$ cat src/rtl/round_key_sequencer_if.sv
// Handshake bundle between the round-key sequencer, its key source and the round datapath.
// master = surrounding environment, slave = sequencer.
interface round_key_sequencer_if #(
   parameter int unsigned KEY_SIZE = 128,
   parameter int unsigned IDX_W    = 3
);
   logic                clear;
   logic                key_valid;
   logic                key_ready;
   logic [KEY_SIZE-1:0] key_in;
   logic                loaded;
   logic                start;
   logic                busy;
   logic                rk_valid;
   logic                rk_ready;
   logic [KEY_SIZE-1:0] rk_data;
   logic [IDX_W-1:0]    rk_idx;
   logic                done;

   modport master (
      output clear, key_valid, key_in, start, rk_ready,
      input  key_ready, loaded, busy, rk_valid, rk_data, rk_idx, done
   );

   modport slave (
      input  clear, key_valid, key_in, start, rk_ready,
      output key_ready, loaded, busy, rk_valid, rk_data, rk_idx, done
   );
endinterface

$ cat src/rtl/round_key_sequencer.sv
// Stores ROUND round keys and replays them to the round datapath once per start request.
// Optional ROUND_KEY_REVERSE_EN adds a 'decrypt' input selecting reverse issue order.
module round_key_sequencer #(
   parameter int unsigned ROUND    = 5,
   parameter int unsigned KEY_SIZE = 128,
   parameter int unsigned IDX_W    = 3
) (
   input logic                  clk,
   input logic                  reset_n,
`ifdef ROUND_KEY_REVERSE_EN
   input logic                  decrypt,
`endif
   round_key_sequencer_if.slave bus
);

   typedef enum logic [1:0] {StLoad, StArmed, StRun} state_e;

   localparam logic [IDX_W-1:0] LastIdx = IDX_W'(ROUND - 1);

   state_e              state_q, state_d;
   logic [IDX_W-1:0]    cnt_q, cnt_d;
   logic [IDX_W-1:0]    idx_q, idx_d;
   logic [KEY_SIZE-1:0] data_q, data_d;
   logic [KEY_SIZE-1:0] keys_q [ROUND];
   logic [KEY_SIZE-1:0] keys_d [ROUND];
   logic                done_q, done_d;
   logic                rev_q, rev_d;
   logic                rev_sel;
   logic                is_last;

`ifdef ROUND_KEY_REVERSE_EN
   assign rev_sel = decrypt;
`else
   assign rev_sel = 1'b0;
`endif

   // Final key depends on the direction latched at start.
   assign is_last = rev_q ? (idx_q == '0) : (idx_q == LastIdx);

   always_comb begin
      state_d = state_q;
      cnt_d   = cnt_q;
      keys_d  = keys_q;
      idx_d   = idx_q;
      data_d  = data_q;
      done_d  = 1'b0;
      rev_d   = rev_q;
      if (bus.clear) begin
         state_d = StLoad;
         cnt_d   = '0;
         keys_d  = '{default: '0};
         idx_d   = '0;
         data_d  = '0;
         rev_d   = 1'b0;
      end else begin
         unique case (state_q)
            StLoad: begin
               if (bus.key_valid) begin
                  keys_d[cnt_q] = bus.key_in;
                  if (cnt_q == LastIdx) begin
                     cnt_d   = '0;
                     state_d = StArmed;
                  end else begin
                     cnt_d = cnt_q + 1'b1;
                  end
               end
            end
            StArmed: begin
               if (bus.start) begin
                  state_d = StRun;
                  rev_d   = rev_sel;
                  idx_d   = rev_sel ? LastIdx : '0;
                  data_d  = keys_q[idx_d];
               end
            end
            StRun: begin
               if (bus.rk_ready) begin
                  if (is_last) begin
                     state_d = StArmed;
                     done_d  = 1'b1;
                  end else begin
                     idx_d  = rev_q ? idx_q - 1'b1 : idx_q + 1'b1;
                     data_d = keys_q[idx_d];
                  end
               end
            end
            default: state_d = StLoad;
         endcase
      end
   end

   always_ff @(posedge clk or negedge reset_n) begin
      if (!reset_n) begin
         state_q <= StLoad;
         cnt_q   <= '0;
         keys_q  <= '{default: '0};
         idx_q   <= '0;
         data_q  <= '0;
         done_q  <= 1'b0;
         rev_q   <= 1'b0;
      end else begin
         state_q <= state_d;
         cnt_q   <= cnt_d;
         keys_q  <= keys_d;
         idx_q   <= idx_d;
         data_q  <= data_d;
         done_q  <= done_d;
         rev_q   <= rev_d;
      end
   end

   assign bus.key_ready = (state_q == StLoad);
   assign bus.loaded    = (state_q == StArmed) || (state_q == StRun);
   assign bus.busy      = (state_q == StRun);
   assign bus.rk_valid  = (state_q == StRun);
   assign bus.rk_data   = data_q;
   assign bus.rk_idx    = idx_q;
   assign bus.done      = done_q;

endmodule

$ cat src/flat_wrapper.sv
// flat-port wrapper written by rule: the top's interface ports become plain ports
module round_key_sequencer_flat 
#(
   parameter int unsigned ROUND    = 5,
   parameter int unsigned KEY_SIZE = 128,
   parameter int unsigned IDX_W    = 3
)
  (clk, reset_n, bus_clear, bus_key_valid, bus_key_in, bus_start, bus_rk_ready, bus_key_ready, bus_loaded, bus_busy, bus_rk_valid, bus_rk_data, bus_rk_idx, bus_done);
  round_key_sequencer_if #(.KEY_SIZE(KEY_SIZE), .IDX_W(IDX_W)) bus_i ();
  input logic clk;
  input logic reset_n;
  input wire logic [$bits(bus_i.clear)-1:0] bus_clear;
  input wire logic [$bits(bus_i.key_valid)-1:0] bus_key_valid;
  input wire logic [$bits(bus_i.key_in)-1:0] bus_key_in;
  input wire logic [$bits(bus_i.start)-1:0] bus_start;
  input wire logic [$bits(bus_i.rk_ready)-1:0] bus_rk_ready;
  output wire logic [$bits(bus_i.key_ready)-1:0] bus_key_ready;
  output wire logic [$bits(bus_i.loaded)-1:0] bus_loaded;
  output wire logic [$bits(bus_i.busy)-1:0] bus_busy;
  output wire logic [$bits(bus_i.rk_valid)-1:0] bus_rk_valid;
  output wire logic [$bits(bus_i.rk_data)-1:0] bus_rk_data;
  output wire logic [$bits(bus_i.rk_idx)-1:0] bus_rk_idx;
  output wire logic [$bits(bus_i.done)-1:0] bus_done;
  assign bus_i.clear = bus_clear;
  assign bus_i.key_valid = bus_key_valid;
  assign bus_i.key_in = bus_key_in;
  assign bus_i.start = bus_start;
  assign bus_i.rk_ready = bus_rk_ready;
  assign bus_key_ready = bus_i.key_ready;
  assign bus_loaded = bus_i.loaded;
  assign bus_busy = bus_i.busy;
  assign bus_rk_valid = bus_i.rk_valid;
  assign bus_rk_data = bus_i.rk_data;
  assign bus_rk_idx = bus_i.rk_idx;
  assign bus_done = bus_i.done;
  round_key_sequencer #(.ROUND(ROUND), .KEY_SIZE(KEY_SIZE), .IDX_W(IDX_W)) u_core (.clk(clk), .reset_n(reset_n), .bus(bus_i));
endmodule
$ cat config.mk
export PLATFORM = sky130hd
export DESIGN_NAME = round_key_sequencer_flat
export DESIGN_NICKNAME = d
export VERILOG_FILES = /design/src/rtl/round_key_sequencer_if.sv /design/src/rtl/round_key_sequencer.sv /design/src/flat_wrapper.sv
export SDC_FILE = /design/constraint.sdc
export NUM_CORES = 1
export LEC_CHECK = 0
export BUFFER_PORTS_ARGS = -buffer_cell sky130_fd_sc_hd__buf_2
export CAP_MARGIN = 20
export CORE_AREA = 4 4 289 235
export CTS_BUF_LIST = sky130_fd_sc_hd__clkbuf_4 sky130_fd_sc_hd__clkbuf_8 sky130_fd_sc_hd__clkbuf_16
export CTS_CLUSTER_DIAMETER = 30
export CTS_CLUSTER_SIZE = 40
export DETAILED_ROUTE_END_ITERATION = 6
export DIE_AREA = 0 0 293 239
export GPL_ROUTABILITY_DRIVEN = 0
export GPL_TIMING_DRIVEN = 0
export PLACE_DENSITY = 0.73
export SLEW_MARGIN = 10
export SYNTH_ARGS = -nofsm -noshare
export SYNTH_HDL_FRONTEND = slang
export SYNTH_SLANG_ARGS = --single-unit
$ cat constraint.sdc
create_clock -name clk -period 5.5 [get_ports clk]
set_input_delay 0.275 -clock clk [delete_from_list [all_inputs] [get_ports clk]]
set_output_delay 0.275 -clock clk [all_outputs]
set_load 0.03 [all_outputs]
==> summary.txt, run 1 <==
post-synthesis instance total = 3,379
Setup CP Type = reg -> reg
CORE AREA = 65,060 sq um
detailed placer's ending HPWL = 73.60 mm
vias per cell = 6.239
GRT Total Usage = 32.94%
IO buf count = 268
routed vias = 30,710
Top FF cell, synth = dfrtp_1
per-cell routed wire length = 23.65 microns
setup ws final = 281.7 ps
Max IR drop VDD = 291.3 uV
DIE AREA = 70,030 sq um
Hold Vio Cnt, Final = 0
flop2flop setup slack = 280 ps
min-delay worst type = in -> reg
# Post-CTS Setup Buffers = 0
startpoint types = flip-flop
clock skew = 26.51 ps
status = complete, no violations
fin nets = 4,079
# rows = 84
die width = 293 microns
Seq/Total Area, Yosys = 54.81%
final setup TNS = 0 ps
# Max-Cap Violations = 0
clock latency on the worst-skew pair = 720 ps
Num CTS Buffers = 146
final setup vio count = 0
DRC = 0
largest net degree at the start of global routing = 110
fmax = 0.1916 GHz
Avg Inst Size Synth = 10.50 sq um
Routed WL = 116.4 mm
Yosys reg bits = 777
Clock Path Buffers = 3
H-tree levels = 4
Worst Hold End = u_core.bus.done
Synth top area share = 54.81%
Worst R2R Path Depth = 13
Initial Util = 54.52%
crit path max fanout = 10
area of the mapped netlist = 35,470 sq um
Synth cell types = 40
clk slew on worst S/H paths = 50 ps
RSZ-0062 raised after global routing = false
Fill cells = 4,796
area growth from synthesis to final layout = 26.19%
# IOs = 270
fraction of layout cells with a size suffix above 1 = 20.26%
DRT iter0 DRCs = 3,113
LEAKAGE = 20.02 nW
Synthesis Warnings = 0
worst-margin pin slew = 1203 ps
Min Clock Period, post-route = 5218 ps
fin util = 68.80%
initial antenna violation count = 10
reg2reg end = u_core.bus.rk_data[77]
vias in the first global route = 30,570
Final ANT Viol Nets = 0
Worst Hold Slack = 70.87 ps
relative slew slack = 19.81%
WHS Path Cells = 3
Sink Count = 777
Tcrit/Tclk final = 94.88%
chip height = 239 microns
Synth area leader = dfrtp_1
Critical R2R Launch = u_core.bus.rk_idx[0]
Worst EP arrival = 5760 ps
syn nets = 3,520
Req. time, crit path = 6040 ps
first-pass GRT wire length = 179.6 mm
Max Slew Vio Count = 0
GRT overflow = 0
CTS tree = built
Synth area leaders = dfrtp_1 55%, a22o_1 11%, nand2_1 5.8%
PwrDens = 379.2 nW/um^2
Root Buffer = clkbuf_16
final total power = 16.97 mW
ys async rst share = 100.0%
drt pass-1 iters = 6
CP Capture Type = flip-flop
worst hold path startpoint = bus_clear
dpl ws = 604.4 ps
EDFF count, synth = 0
## cells by family (layout without fill, tap and decap cells)
group | Yosys count | after routing | synth area share (%)
XOR/XNOR | 3 | 3 | 0.07409
buffers and inverters | 456 | 1135 | 5.397
adder cells (fa/ha/maj) | 7 | 7 | 0.2469
other | 0 | 4 | 0
AO/OA/AOI/OAI | 910 | 910 | 18.86
AND/OR/NAND/NOR | 968 | 968 | 12.87
flip-flops | 777 | 777 | 54.81
multiplexers | 258 | 258 | 7.735
## what timing repair did
action | in CTS | in global routing
resized for setup | 0 | 0
hold endpoints to repair | 719 | 0
endpoints found under the setup margin | 0 | 0
hold buffers | 131 | 0
## flip-flops by register name, indices dropped and copies added, names as in the netlist
| signal | cells |
|---|---|
| u_core.state_q | 2 |
| u_core.keys_q | 640 |
| u_core.bus.done | 1 |
| u_core.bus.rk_idx | 3 |
| u_core.cnt_q | 3 |
| u_core.bus.rk_data | 128 |
## critical path: stages, from the launching register on
cell and delay, ps:
dfrtp_1 510, clkbuf_1 290, clkbuf_1 490, buf_8 230, clkbuf_1 540, inv_1 170, ha_1 320, buf_2 150
nand2b_1 140, clkbuf_1 890, clkbuf_1 460, nor3b_1 90, o21ai_0 530, o2111ai_1 230
## cells in the final DEF (no fill, tap or decap), types with 7 or more instances in the layout
cell type | synthesis | final
dfrtp_1 | 777 | 777
nand2_1 | 546 | 546
a22o_1 | 435 | 435
buf_2 | 117 | 384
a21oi_1 | 209 | 209
clkbuf_1 | 167 | 167
clkbuf_16 | 0 | 152
inv_1 | 135 | 135
nor3_1 | 132 | 132
o21ai_0 | 131 | 131
nand3_1 | 131 | 131
dlygate4sd3_1 | 0 | 131
mux2_2 | 129 | 129
mux2i_1 | 129 | 129
nor3b_1 | 128 | 128
o2111ai_1 | 128 | 128
buf_1 | 24 | 24
clkinv_2 | 0 | 22
bufinv_16 | 0 | 20
clkbuf_4 | 0 | 16
clkbuf_8 | 0 | 15
clkinv_4 | 0 | 14
buf_4 | 11 | 11
clkinvlp_4 | 0 | 11
inv_6 | 0 | 9
buf_16 | 0 | 8
nor2_1 | 7 | 7
ha_1 | 7 | 7
## synthesized netlist by cell type, types with 3 or more instances
cell / n
nand2b_1: 3
mux2_2: 129
nor3_1: 132
o21ai_0: 131
nor2_1: 7
buf_2: 117
buf_4: 11
o2111ai_1: 128
inv_1: 135
nor3b_1: 128
nand2_1: 546
clkbuf_1: 167
mux2i_1: 129
nand3_1: 131
dfrtp_1: 777
nor2_4: 3
or2_2: 4
a22o_1: 435
nor2_2: 3
ha_1: 7
a21oi_1: 209
buf_1: 24
## how the worst max path moves through the flow
| stage | cells past startpoint | slack [ps] | start | endpoint |
|---|---|---|---|---|
| after floorplan | 11 | 2470 | u_core.bus.rk_idx[0] | u_core.bus.rk_data[116] |
| after CTS | 13 | 500 | u_core.bus.rk_idx[0] | u_core.bus.rk_data[77] |
| after detailed placement | 13 | 600 | u_core.bus.rk_idx[0] | u_core.bus.rk_data[73] |
| after global placement | 1 | -12510 | reset_n | u_core.keys_q[374] |
| final | 13 | 280 | u_core.bus.rk_idx[0] | u_core.bus.rk_data[77] |
| after global routing | 13 | 180 | u_core.bus.rk_idx[0] | u_core.bus.rk_data[77] |
## power breakdown
group	internal [mW]	switching (mW)	total, mW	leakage (nW)
combinational	0.495	0.840	1.33	6.67
clock	6.31	3.18	9.48	2.59
sequential	5.98	0.178	6.16	10.8
total	12.8	4.20	17.0	20.0
## through the flow
| stage | cell area, sq um | instances |
|---|---|---|
| after floorplan | 35470 | 3379 |
| after global placement | 37890 | 4507 |
| after detailed placement | 38160 | 4518 |
| after CTS | 44740 | 4917 |
| after global routing | 44760 | 4920 |
| final | 44760 | 4922 |
## layout make-up
cell class,instances,area (sq um),area share (%)
antenna,4,10.01,0.02236
buffer,321,1408,3.145
clock buffer,183,4130,9.227
clock inverter,85,1139,2.544
inverter,135,506.7,1.132
multi-input combinational,2146,14110,31.53
sequential,777,19440,43.44
tap,860,1076,2.404
timing repair buffer,411,2935,6.558
## per-layer routing
| layer | part of all wire, % | vias up | global-route usage (%) | wire length, microns |
|---|---|---|---|---|
| met1 | 42 | 15420 | 46.24 | 48870 |
| met4 | 3.9 | 12 | 14.78 | 4534 |
| met5 | 0.072 | - | 0 | 84 |
| met2 | 44 | 1592 | 48.74 | 51670 |
| li1 | - | 13390 | - | - |
| met3 | 9.7 | 292 | 8.350 | 11250 |
Power figures use the tool's default switching activity.
==> run 2, diff against run 1 <==
Clock period 5.5 ns to 5.12 ns, I/O delays scaled along.
==> run 2 against run 1 <==
Count of clock-buffer cells in the layout did not move. Clock power rose by 8%. Wire length about the same. Highest routed layer unchanged.
==> summary.txt, run 2 (synthesis gave the netlist of run 1 again) <==
status = complete, no violations
final setup vio count = 0
GR Layer Usage met3 = 8.350%
Initial Util = 54.52%
Critical R2R Launch = u_core.bus.rk_idx[0]
IO buf count = 268
Max IR drop VDD = 312.2 uV
fraction of layout cells with a size suffix above 1 = 20.31%
WHS Path Cells = 3
fin nets = 4,079
routed vias = 30,620
CTS tree = built
placed cells = 4,518
# Max-Cap Violations = 0
fmax = 0.2021 GHz
detailed placer's ending HPWL = 73.60 mm
worst hold path startpoint = bus_clear
startpoint types = flip-flop
CORE AREA = 65,060 sq um
DIE AREA = 70,030 sq um
Routed WL = 116.3 mm
flop2flop setup slack = 170 ps
area growth from synthesis to final layout = 26.20%
DRC = 0
Int Pwr = 13.73 mW
Setup CP Type = reg -> reg
Max Slew Vio Count = 0
Tcrit/Tclk final = 96.64%
largest net degree at the start of global routing = 110
first-pass GRT wire length = 179.6 mm
worst-margin pin slew = 1155 ps
commonest non-fill, non-tap cell in the layout = dfrtp_1
GRT overflow = 0
Worst Hold Slack = 59.36 ps
Final ANT Viol Nets = 0
register area = 19,440 sq um
clock latency on the worst-skew pair = 720 ps
LEAKAGE = 20.02 nW
Req. time, crit path = 5680 ps
Sink Count = 777
final setup TNS = 0 ps
share of total power in sequential cells = 36.3%
chip height = 239 microns
Sw Ratio = 24.70%
Multi-input gate area = 14,110 sq um
Largest register FFs = 640
Clock power frac = 55.9%
Hold Vio Cnt, Final = 0
Top Usage Layer GRT = met2
Root Buffer = clkbuf_16
die width = 293 microns
Fill cells = 4,797
GRT Total Usage = 32.94%
PwrDens = 407.2 nW/um^2
DRT iter0 DRCs = 3,150
final total power = 18.23 mW
relative slew slack = 23.02%
clk slew on worst S/H paths = 50 ps
Worst Hold End = u_core.bus.done
crit path max fanout = 10
H-tree levels = 4
Min Clock Period, post-route = 4948 ps
Worst EP arrival = 5510 ps
most frequent cells in the layout = 777 x dfrtp_1, 546 x nand2_1, 435 x a22o_1, 384 x buf_2, 209 x a21oi_1
RSZ-0062 raised after global routing = false
Comb power frac = 7.9%
drt pass-1 iters = 5
reg2reg end = u_core.bus.rk_data[89]
initial antenna violation count = 10
# IOs = 270
CP Capture Type = flip-flop
Biggest register = u_core.keys_q
vias in the first global route = 30,570
vias per cell = 6.220
Finished Layout Cells = 4,922
# rows = 84
M1 GR Usage = 46.24%
Num CTS Buffers = 146
per-cell routed wire length = 23.63 microns
Switch Pwr = 4.503 mW
min-delay worst type = in -> reg
clock skew = 26.44 ps
M2 GR Usage = 48.74%
Worst R2R Path Depth = 13
Clock Path Buffers = 3
-- run 2: layout make-up --
| cell class | instances | area share [%] |
|---|---|---|
| sequential | 777 | 43.44 |
| multi-input combinational | 2146 | 31.53 |
| clock buffer | 183 | 9.227 |
| timing repair buffer | 411 | 6.557 |
| buffer | 321 | 3.150 |
| clock inverter | 85 | 2.544 |
| tap | 860 | 2.404 |
| inverter | 135 | 1.132 |
| antenna | 4 | 0.02236 |
-- run 2: power by group through the flow --
stage	combinational [mW]	clock, mW	sequential [mW]
after floorplan	0.723	0	6.67
after global placement	1.27	0	6.69
after detailed placement	1.32	0	6.69
after CTS	1.41	10.2	6.60
after global routing	1.55	10.6	6.63
final	1.43	10.2	6.61
-- run 2: per-stage QoR --
stage          utilization [%]  instance area (sq um)  setup WS (ps)
6_report                 68.81                  44760          172.2
5_1_grt                  68.80                  44760          81.85
4_1_cts                  68.77                  44740          119.5
3_5_place_dp             58.66                  38160          224.4
3_3_place_gp             58.24                  37890         -12870
2_1_floorplan                -                  35470           2089
-- run 2: worst max-delay path by stage --
stage / depth (start not counted) / start / slack, ps / to
floorplan: 11 / u_core.bus.rk_idx[0] / 2090 / u_core.bus.rk_data[116]
global placement: 1 / reset_n / -12870 / u_core.keys_q[374]
detailed placement: 13 / u_core.bus.rk_idx[0] / 220 / u_core.bus.rk_data[73]
CTS: 13 / u_core.bus.rk_idx[0] / 120 / u_core.bus.rk_data[77]
global route: 13 / u_core.bus.rk_idx[0] / 80 / u_core.bus.rk_data[88]
finish: 13 / u_core.bus.rk_idx[0] / 170 / u_core.bus.rk_data[89]
-- run 2: timing repair --
action                                 in CTS  in global routing
endpoints found under the hold margin     720                  0
setup endpoints to repair                   0                 12
hold buffers                              131                  0
setup buffers                               0                  0
gates resized for setup                     0                  6
-- run 2: per-layer routing --
layer / vias up / part of all wire, %
met2: 1582 / 45
met1: 15350 / 42
li1: 13380 / -
met3: 285 / 9.9
met5: - / 0.072
met4: 12 / 3.9
-- run 2: critical path, stage by stage, from the launching register on --
cell and delay [ps]:
dfrtp_1 530, clkbuf_1 310, clkbuf_1 480, buf_8 230
clkbuf_1 580, inv_1 180, ha_1 320, buf_2 150
clkbuf_1 620, buf_6 250, clkbuf_1 490, mux2_2 410
nand3_1 90, o2111ai_1 130
